### src/rtl/dff_share_arbiter_if.sv
// Requester-side bus for the shared-register arbiter: per-requester valid/ready/data,
// clear strobe and the shared register view.
interface dff_share_arbiter_if #(
  parameter int unsigned N_REQ = 4,
  parameter int unsigned WIDTH = 8
);
  localparam int unsigned IdxW = (N_REQ > 1) ? $clog2(N_REQ) : 1;

  logic [N_REQ-1:0]       req_valid;
  logic [N_REQ*WIDTH-1:0] req_data;
  logic [N_REQ-1:0]       req_ready;
  logic                   clr;
  logic [WIDTH-1:0]       q;
  logic [IdxW-1:0]        q_owner;
  logic                   q_valid;
  logic                   busy;

  modport master (
    output req_valid, req_data, clr,
    input  req_ready, q, q_owner, q_valid, busy
  );

  modport slave (
    input  req_valid, req_data, clr,
    output req_ready, q, q_owner, q_valid, busy
  );
endinterface

### src/rtl/dff_share_arbiter.sv
// Round-robin arbiter sharing one WIDTH-bit register among N_REQ requesters, with a
// post-write lock of HOLD_CYC cycles so downstream logic sees a stable q.
module dff_share_arbiter #(
  parameter int unsigned N_REQ    = 4,
  parameter int unsigned WIDTH    = 8,
  parameter int unsigned HOLD_CYC = 2
) (
  input logic               clk,
  input logic               rst,
  dff_share_arbiter_if.slave bus
);
  localparam int unsigned     IdxW     = (N_REQ > 1) ? $clog2(N_REQ) : 1;
  localparam logic [IdxW:0]   NReqW    = (IdxW + 1)'(N_REQ);
  localparam logic [IdxW-1:0] LastIdx  = IdxW'(N_REQ - 1);
  localparam logic [7:0]      HoldInit = (HOLD_CYC == 0) ? 8'd0 : 8'(HOLD_CYC - 1);

  typedef enum logic [1:0] {StIdle, StLoad, StHold} state_e;

  state_e          state_q, state_d;
  logic [IdxW-1:0] grant_q, grant_d;
  logic [IdxW-1:0] rr_ptr_q, rr_ptr_d;
  logic [7:0]      hold_cnt_q, hold_cnt_d;
  logic [WIDTH-1:0] q_q, q_d;
  logic [IdxW-1:0] owner_q, owner_d;
  logic            q_valid_q, q_valid_d;

  logic            win_found;
  logic [IdxW-1:0] win_idx;
  logic [IdxW:0]   cand;
  logic [WIDTH-1:0] sel_data;
  logic            write_fire;

  // Rotating priority scan starting at rr_ptr; explicit wrap keeps non-power-of-2 N_REQ legal.
  always_comb begin
    win_found = 1'b0;
    win_idx   = '0;
    cand      = '0;
    for (int unsigned i = 0; i < N_REQ; i++) begin
      cand = {1'b0, rr_ptr_q} + (IdxW + 1)'(i);
      if (cand >= NReqW) cand = cand - NReqW;
      if (!win_found && bus.req_valid[cand[IdxW-1:0]]) begin
        win_found = 1'b1;
        win_idx   = cand[IdxW-1:0];
      end
    end
  end

  always_comb begin
    sel_data = '0;
    for (int unsigned i = 0; i < N_REQ; i++) begin
      if (grant_q == IdxW'(i)) sel_data = bus.req_data[i*WIDTH +: WIDTH];
    end
  end

  assign write_fire = (state_q == StLoad) && bus.req_valid[grant_q];

  always_ff @(posedge clk or negedge rst) begin
    if (!rst) begin
      state_q    <= StIdle;
      grant_q    <= '0;
      rr_ptr_q   <= '0;
      hold_cnt_q <= '0;
      q_q        <= '0;
      owner_q    <= '0;
      q_valid_q  <= 1'b0;
    end else begin
      state_q    <= state_d;
      grant_q    <= grant_d;
      rr_ptr_q   <= rr_ptr_d;
      hold_cnt_q <= hold_cnt_d;
      q_q        <= q_d;
      owner_q    <= owner_d;
      q_valid_q  <= q_valid_d;
    end
  end

  always_comb begin
    state_d    = state_q;
    grant_d    = grant_q;
    rr_ptr_d   = rr_ptr_q;
    hold_cnt_d = hold_cnt_q;
    q_d        = q_q;
    owner_d    = owner_q;
    q_valid_d  = bus.clr ? 1'b0 : q_valid_q;
    unique case (state_q)
      StIdle: begin
        if (win_found) begin
          grant_d = win_idx;
          state_d = StLoad;
        end
      end
      StLoad: begin
        if (write_fire) begin
          q_d        = sel_data;
          owner_d    = grant_q;
          q_valid_d  = 1'b1;  // a coincident clr loses to the write
          rr_ptr_d   = (grant_q == LastIdx) ? '0 : grant_q + 1'b1;
          hold_cnt_d = HoldInit;
          state_d    = (HOLD_CYC == 0) ? StIdle : StHold;
        end else begin
          state_d = StIdle;
        end
      end
      StHold: begin
        if (hold_cnt_q == 8'd0) begin
          state_d = StIdle;
        end else begin
          hold_cnt_d = hold_cnt_q - 8'd1;
        end
      end
      default: state_d = StIdle;
    endcase
  end

  // Grant decoded purely from registered state: no combinational path from req_valid.
  always_comb begin
    bus.req_ready = '0;
    if (state_q == StLoad) bus.req_ready[grant_q] = 1'b1;
    bus.busy    = (state_q != StIdle);
    bus.q       = q_q;
    bus.q_owner = owner_q;
    bus.q_valid = q_valid_q;
  end
endmodule
### src/flat_wrapper.sv
// flat-port wrapper written by rule: the top's interface ports become plain ports
module dff_share_arbiter_flat 
#(
  parameter int unsigned N_REQ    = 4,
  parameter int unsigned WIDTH    = 8,
  parameter int unsigned HOLD_CYC = 2
)
  (clk, rst, bus_req_valid, bus_req_data, bus_clr, bus_req_ready, bus_q, bus_q_owner, bus_q_valid, bus_busy);
  dff_share_arbiter_if #(.N_REQ(N_REQ), .WIDTH(WIDTH)) bus_i ();
  input logic clk;
  input logic rst;
  input wire logic [$bits(bus_i.req_valid)-1:0] bus_req_valid;
  input wire logic [$bits(bus_i.req_data)-1:0] bus_req_data;
  input wire logic [$bits(bus_i.clr)-1:0] bus_clr;
  output wire logic [$bits(bus_i.req_ready)-1:0] bus_req_ready;
  output wire logic [$bits(bus_i.q)-1:0] bus_q;
  output wire logic [$bits(bus_i.q_owner)-1:0] bus_q_owner;
  output wire logic [$bits(bus_i.q_valid)-1:0] bus_q_valid;
  output wire logic [$bits(bus_i.busy)-1:0] bus_busy;
  assign bus_i.req_valid = bus_req_valid;
  assign bus_i.req_data = bus_req_data;
  assign bus_i.clr = bus_clr;
  assign bus_req_ready = bus_i.req_ready;
  assign bus_q = bus_i.q;
  assign bus_q_owner = bus_i.q_owner;
  assign bus_q_valid = bus_i.q_valid;
  assign bus_busy = bus_i.busy;
  dff_share_arbiter #(.N_REQ(N_REQ), .WIDTH(WIDTH), .HOLD_CYC(HOLD_CYC)) u_core (.clk(clk), .rst(rst), .bus(bus_i));
endmodule
### config.mk
export PLATFORM = sky130hd
export DESIGN_NAME = dff_share_arbiter_flat
export DESIGN_NICKNAME = d
export VERILOG_FILES = /design/src/rtl/dff_share_arbiter_if.sv /design/src/rtl/dff_share_arbiter.sv /design/src/flat_wrapper.sv
export SDC_FILE = /design/constraint.sdc
export NUM_CORES = 1
export LEC_CHECK = 0
export ABC_AREA = 1
export BUFFER_PORTS_ARGS = -buffer_cell sky130_fd_sc_hd__buf_2
export CAP_MARGIN = 20
export CORE_MARGIN = 3
export CORE_UTILIZATION = 47
export CTS_CLUSTER_SIZE = 24
export DETAILED_ROUTE_END_ITERATION = 10
export PLACE_DENSITY = 0.77
export SKIP_CTS_REPAIR_TIMING = 1
export SYNTH_ARGS = -nofsm -noshare
export SYNTH_HDL_FRONTEND = slang
export SYNTH_SLANG_ARGS = --single-unit
### constraint.sdc
create_clock -name clk -period 1.4 [get_ports clk]
set_input_delay 0 -clock clk [delete_from_list [all_inputs] [get_ports clk]]
set_output_delay 0 -clock clk [all_outputs]
set_load 0.01 [all_outputs]
* After elaboration in Yosys (flattened, before gate mapping)
Index checks and enable logic that the tools add are counted.
Storage, ports and cells: output and inout port bits 16, bits of input ports 39, logic and storage cells 92, bits in registers 25
Operators by class: reduce and logical (&&, ||, !) cells 17, add/sub/neg operators 9, multiplexer cells 40, eq/ne operators 9, $lt $le $gt $ge 10
Operators with widths (number):
- 2-to-1 mux 8 bit | 6
- 2-to-1 mux 2 bit | 12
- one-hot mux 8 bit (2 select lines) | 1
- less-than comparator 2 x 3 -> 1 bit, second input constant | 5
- 2-to-1 mux 1 bit | 13
- binary-select mux 1 bit (select 2 bit) | 5
- >= comparator 3 bit, second input constant | 3
- zero test 8 bit | 1
- subtractor 2 x 1 -> 2 bit, second input constant | 4
- subtractor 8 x 1 -> 8 bit, second input constant | 1
- adder 2 x 2 -> 3 bit, second input constant | 2
- equality test 2 bit, second input constant | 3
- != test 2 x 1 -> 1 bit, second input constant | 3
- one-hot mux 2 bit (3 select lines) | 1
- AND reduction 2 bit | 3
- logical AND 1 bit | 5
- equality test 2 x 1 -> 1 bit, second input constant | 2
- zero test 2 bit | 2
- 2-to-1 mux 4 bit | 1
- nonzero test 2 bit | 2
- adder 2 x 1 -> 3 bit, second input constant | 1
- >= comparator 2 x 3 -> 1 bit, second input constant | 1
- zero test 1 bit | 3
- AND reduction 3 bit | 1
- other kinds (4) | 4

* Depth between registers and ports, before layout
depth after elaboration 16, mapped depth 11, mapped depth without buffers 11

* Least setup slack after synthesis
No wires, ideal clock.
path kind register to register, start reg u_core.grant_q[1], end reg u_core.q_q[0], in the netlist u_core.bus.q[0], data arrival time 1.406 ns, library setup time 0.083 ns, cell stages (with the launch flop) 9, path slack -0.089 ns, cells stage by stage dfrtp_1 -> inv_1 -> ha_1 -> buf_2 -> nor2_2 -> nand2_1 -> a22oi_1 -> o21ai_0 -> o21ai_0
On the way: word-level cells in the longest chain between the ends 5, elaborated cells between the ends (all ways) 12, classes of those cells 3 x eq/ne; 6 x mux; 3 x reduce/logical
Ends and longest elaborated chain:
- start: declaration | RTL line dff_share_arbiter.sv:20 | logic [IdxW-1:0] grant_q, grant_d;
- start signal: assignment | RTL line dff_share_arbiter.sv:68 | grant_q <= grant_d;
- zero test 2 bit | RTL line dff_share_arbiter.sv:51 | if (grant_q == IdxW'(i)) sel_data = bus.req_data[i*WIDTH +: WIDTH];
- 2-to-1 mux 8 bit (4 in series) | RTL line dff_share_arbiter.sv:51
- end signal: assignment | RTL line dff_share_arbiter.sv:71 | q_q <= q_d;
- end: declaration | RTL line dff_share_arbiter.sv:23 | logic [WIDTH-1:0] q_q, q_d;
Parallel ways exist; a longest one is shown, timed or not. The select of a mux whose other input is x is not followed. A chain may end at the register's enable or synchronous reset.

* Worst setup path in the final report
start reg u_core.grant_q[0], end reg u_core.q_q[7], in the netlist u_core.bus.q[7]
Same word-level chain as after synthesis.

==> results.md <==
* Synth cell types at 26
* Area share of the largest cell type after synthesis at 0.338
* Initial antenna violation count at 0
* GPL Wtd Cong at 0.879
* Chip Height at 68.7 microns
* Clock sinks at 25
* Endpoint type of the worst setup path: flop
* Critical Path Stages at 8
* Gate Count Post-Synth at 270
* Max-slew violation count at 0
* Post-synthesis register bit count at 25
* Num CTS Buffers at 3
* Initial Utilization at 0.498
* Crit path max fanout at 8
* Clock tree buffer depth at 2
* Port Buffers at 54
* Die width at between 60 and 70 microns
* Failing checks: hold timing, setup timing
* CP endpoint: u_core.bus.q[7]$_DFFE_PN0P_
* Max Clk Rate at 0.632 GHz
* Status: finished with violations
* Final std cells w/o fill at 408
* GRT overflow at 0
* Endpoints failing hold at 3
* Worst r2r src: u_core.grant_q[0]$_DFFE_PN0P_
* Reg2Reg Setup Slack at -0.18 ns
* CP delay by family, top: compound AO/OA/AOI/OAI gates
* Tightest hold margin at -0.0108 ns
* Clk Latency, worst-skew pair at 0.27 ns
* Layout cells sized above 1 at 0.442
* Detailed placement HPWL at 3820 microns
* DRT Pass-1 Iters at 5
* Full die area at 4730 sq um
* FF-to-FF path depth at 8
* Syn Nets at 319
* Final core occ at 0.737
* Nets at 410
* VDD IR max at 1.72 mV
* Vias per cell at 4.98
* Min-delay worst type: in2reg
* Routed len/inst at ~13 microns
* WP buf/inv at 2
* Minimum clock period at 1.58 ns
* Most common cell after layout, fill and taps aside: nand2_1
* Largest net degree at the start of global routing at 26
* Final setup viols at 18
* First-pass GRT wire length at 7490 microns
* Fin crit share at 1.13
* Total number of yosys warnings at 0
* Worst EP arrival at roughly 1.8 ns
* RSZ-0062 raised after global routing: true
* Worst R2R End: u_core.bus.q[7]$_DFFE_PN0P_
* Gr usage total at 0.206
* H-tree depth at 1
* Post-Route Skew at 0.00804 ns
* Mapped Area at 1850 sq um
* CP max stage delay at 0.43 ns
* Crit-path cells: inv_2, ha_2, inv_1, nor2_4, nand2_1, a22oi_1, o21ai_1, o21ai_1
* DRC viols at 0
* TritonCTS clock tree: yes
* Worst-path clk slew at roughly 0.090 ns
* Final worst setup slack at -0.183 ns
* Slew margin rel. at 0.620
* Slew at the pin with the worst max-slew slack at 0.571 ns
* Setup crit start kind: flop
* Core Box Area at approximately 3700 sq um
* Register area share after synthesis at 0.338
* Routed WL at approximately 5100 microns
* Area growth from synthesis to layout at 48.0%
* Area leader, netlist: dfrtp_1
* Crit. Startpoint: u_core.grant_q[0]$_DFFE_PN0P_
* Diodes inserted at 0
* Vias at slightly above 2,000
* Initial DRC Count at 85
* Worst Hold Launch: bus_req_data[24]
* Critical Path Slowest Stage Cell: dfrtp_1
* Vias in the first global route at about 1,800
* CP dominant cell by count: o21ai_1
* Max_cap viols at 0
* CP Class: reg2reg
* Most frequent cells in the layout: nand2_1, buf_2, inv_1, buf_4, dfrtp_1
* Fill cells at ~290
* CP required at approximately 1.6 ns
* Pwr/cell area at 2270 nW/um^2
* Avg Inst Size Synth at slightly below 7 sq um
* Antenna-violating nets left at 0
* CTS Root Cell: clkbuf_8
* Placed Cells at 397
* Area contributors post-synth: dfrtp_1, nand2_1, inv_1
* # IOs at 55
* Static leakage at 1.49 nW
* Row count at 22
==> where the power goes <==
part	internal [mW]	switching (mW)	total [mW]
registers	1.03	0.243	1.27
clock network	0.202	0.239	0.441
logic	1.98	2.53	4.51
==> layout make-up <==
type                    count  area, sq um  share of cell area
flip-flops and latches     25          628               0.229
clock inverters             1         7.51             0.00274
clock buffers               3         41.3              0.0151
well taps                  48         60.1              0.0219
repair buffers             93          599               0.219
multi-input cells         199         1250               0.456
inverters                  39          154              0.0562
==> Yosys cell counts (all sizes together) <==
cell type,instances
nand2,91
inv,39
o21ai,30
dfrtp,25
nand3,20
nor2,20
ha,10
a21oi,8
a22oi,8
buf,6
xor2,5
nand4,3
a31oi,1
clkbuf,1
o21a,1
o22ai,1
o31ai,1
==> flip-flops by register name, indices dropped and copies added, names as in the netlist <==
signal	flops
u_core.hold_cnt_q	8
u_core.state_q	2
u_core.grant_q	2
u_core.bus.q_valid	1
u_core.rr_ptr_q	2
u_core.bus.q_owner	2
u_core.bus.q	8
==> worst reg2reg max path, delay by kind of cell (launching register included) <==
kind | cells | cell delay, ns
flops | 1 | 0.43
buf+inv | 2 | 0.18
simple gates | 2 | 0.25
fa+ha+maj | 1 | 0.19
compound gates | 3 | 0.47
==> kinds of logic after synthesis <==
group           after synthesis  synth area share
simple gates                134             0.320
compound gates               50             0.150
buf+inv                      46             0.101
flops                        25             0.338
fa+ha+maj                    10            0.0676
xor+xnor                      5            0.0237
==> layer usage <==
metal,part of all wire,track usage,wire length (microns)
met1,0.44,0.279,2250
met2,0.51,0.348,2630
met3,0.043,0.0389,219
met4,0.0076,0.0292,39
met5,0,0,0
==> metrics by stage <==
stage	area [sq um]	setup TNS, ns	total power, mW	setup slack (ns)
after floorplan	1870	-0.00447	3.60	-0.00447
after global placement	2390	-0.714	4.85	-0.133
after detailed placement	2390	-1.30	4.92	-0.203
after CTS	2430	-1.54	5.37	-0.185
after global routing	2740	-3.24	6.82	-0.257
final	2740	-1.19	6.22	-0.183
==> worst min-delay path by stage <==
stage / to / cells past startpoint
after global routing: u_core.bus.q[5]$_DFFE_PN0P_ / 3
after global placement: u_core.hold_cnt_q[3]$_DFFE_PN0P_ / 1
after detailed placement: u_core.hold_cnt_q[4]$_DFFE_PN0P_ / 1
after floorplan: u_core.bus.q[0]$_DFFE_PN0P_ / 0
after CTS: u_core.hold_cnt_q[4]$_DFFE_PN0P_ / 1
final: u_core.bus.q[0]$_DFFE_PN0P_ / 3
(Power assumes the default switching activity.)
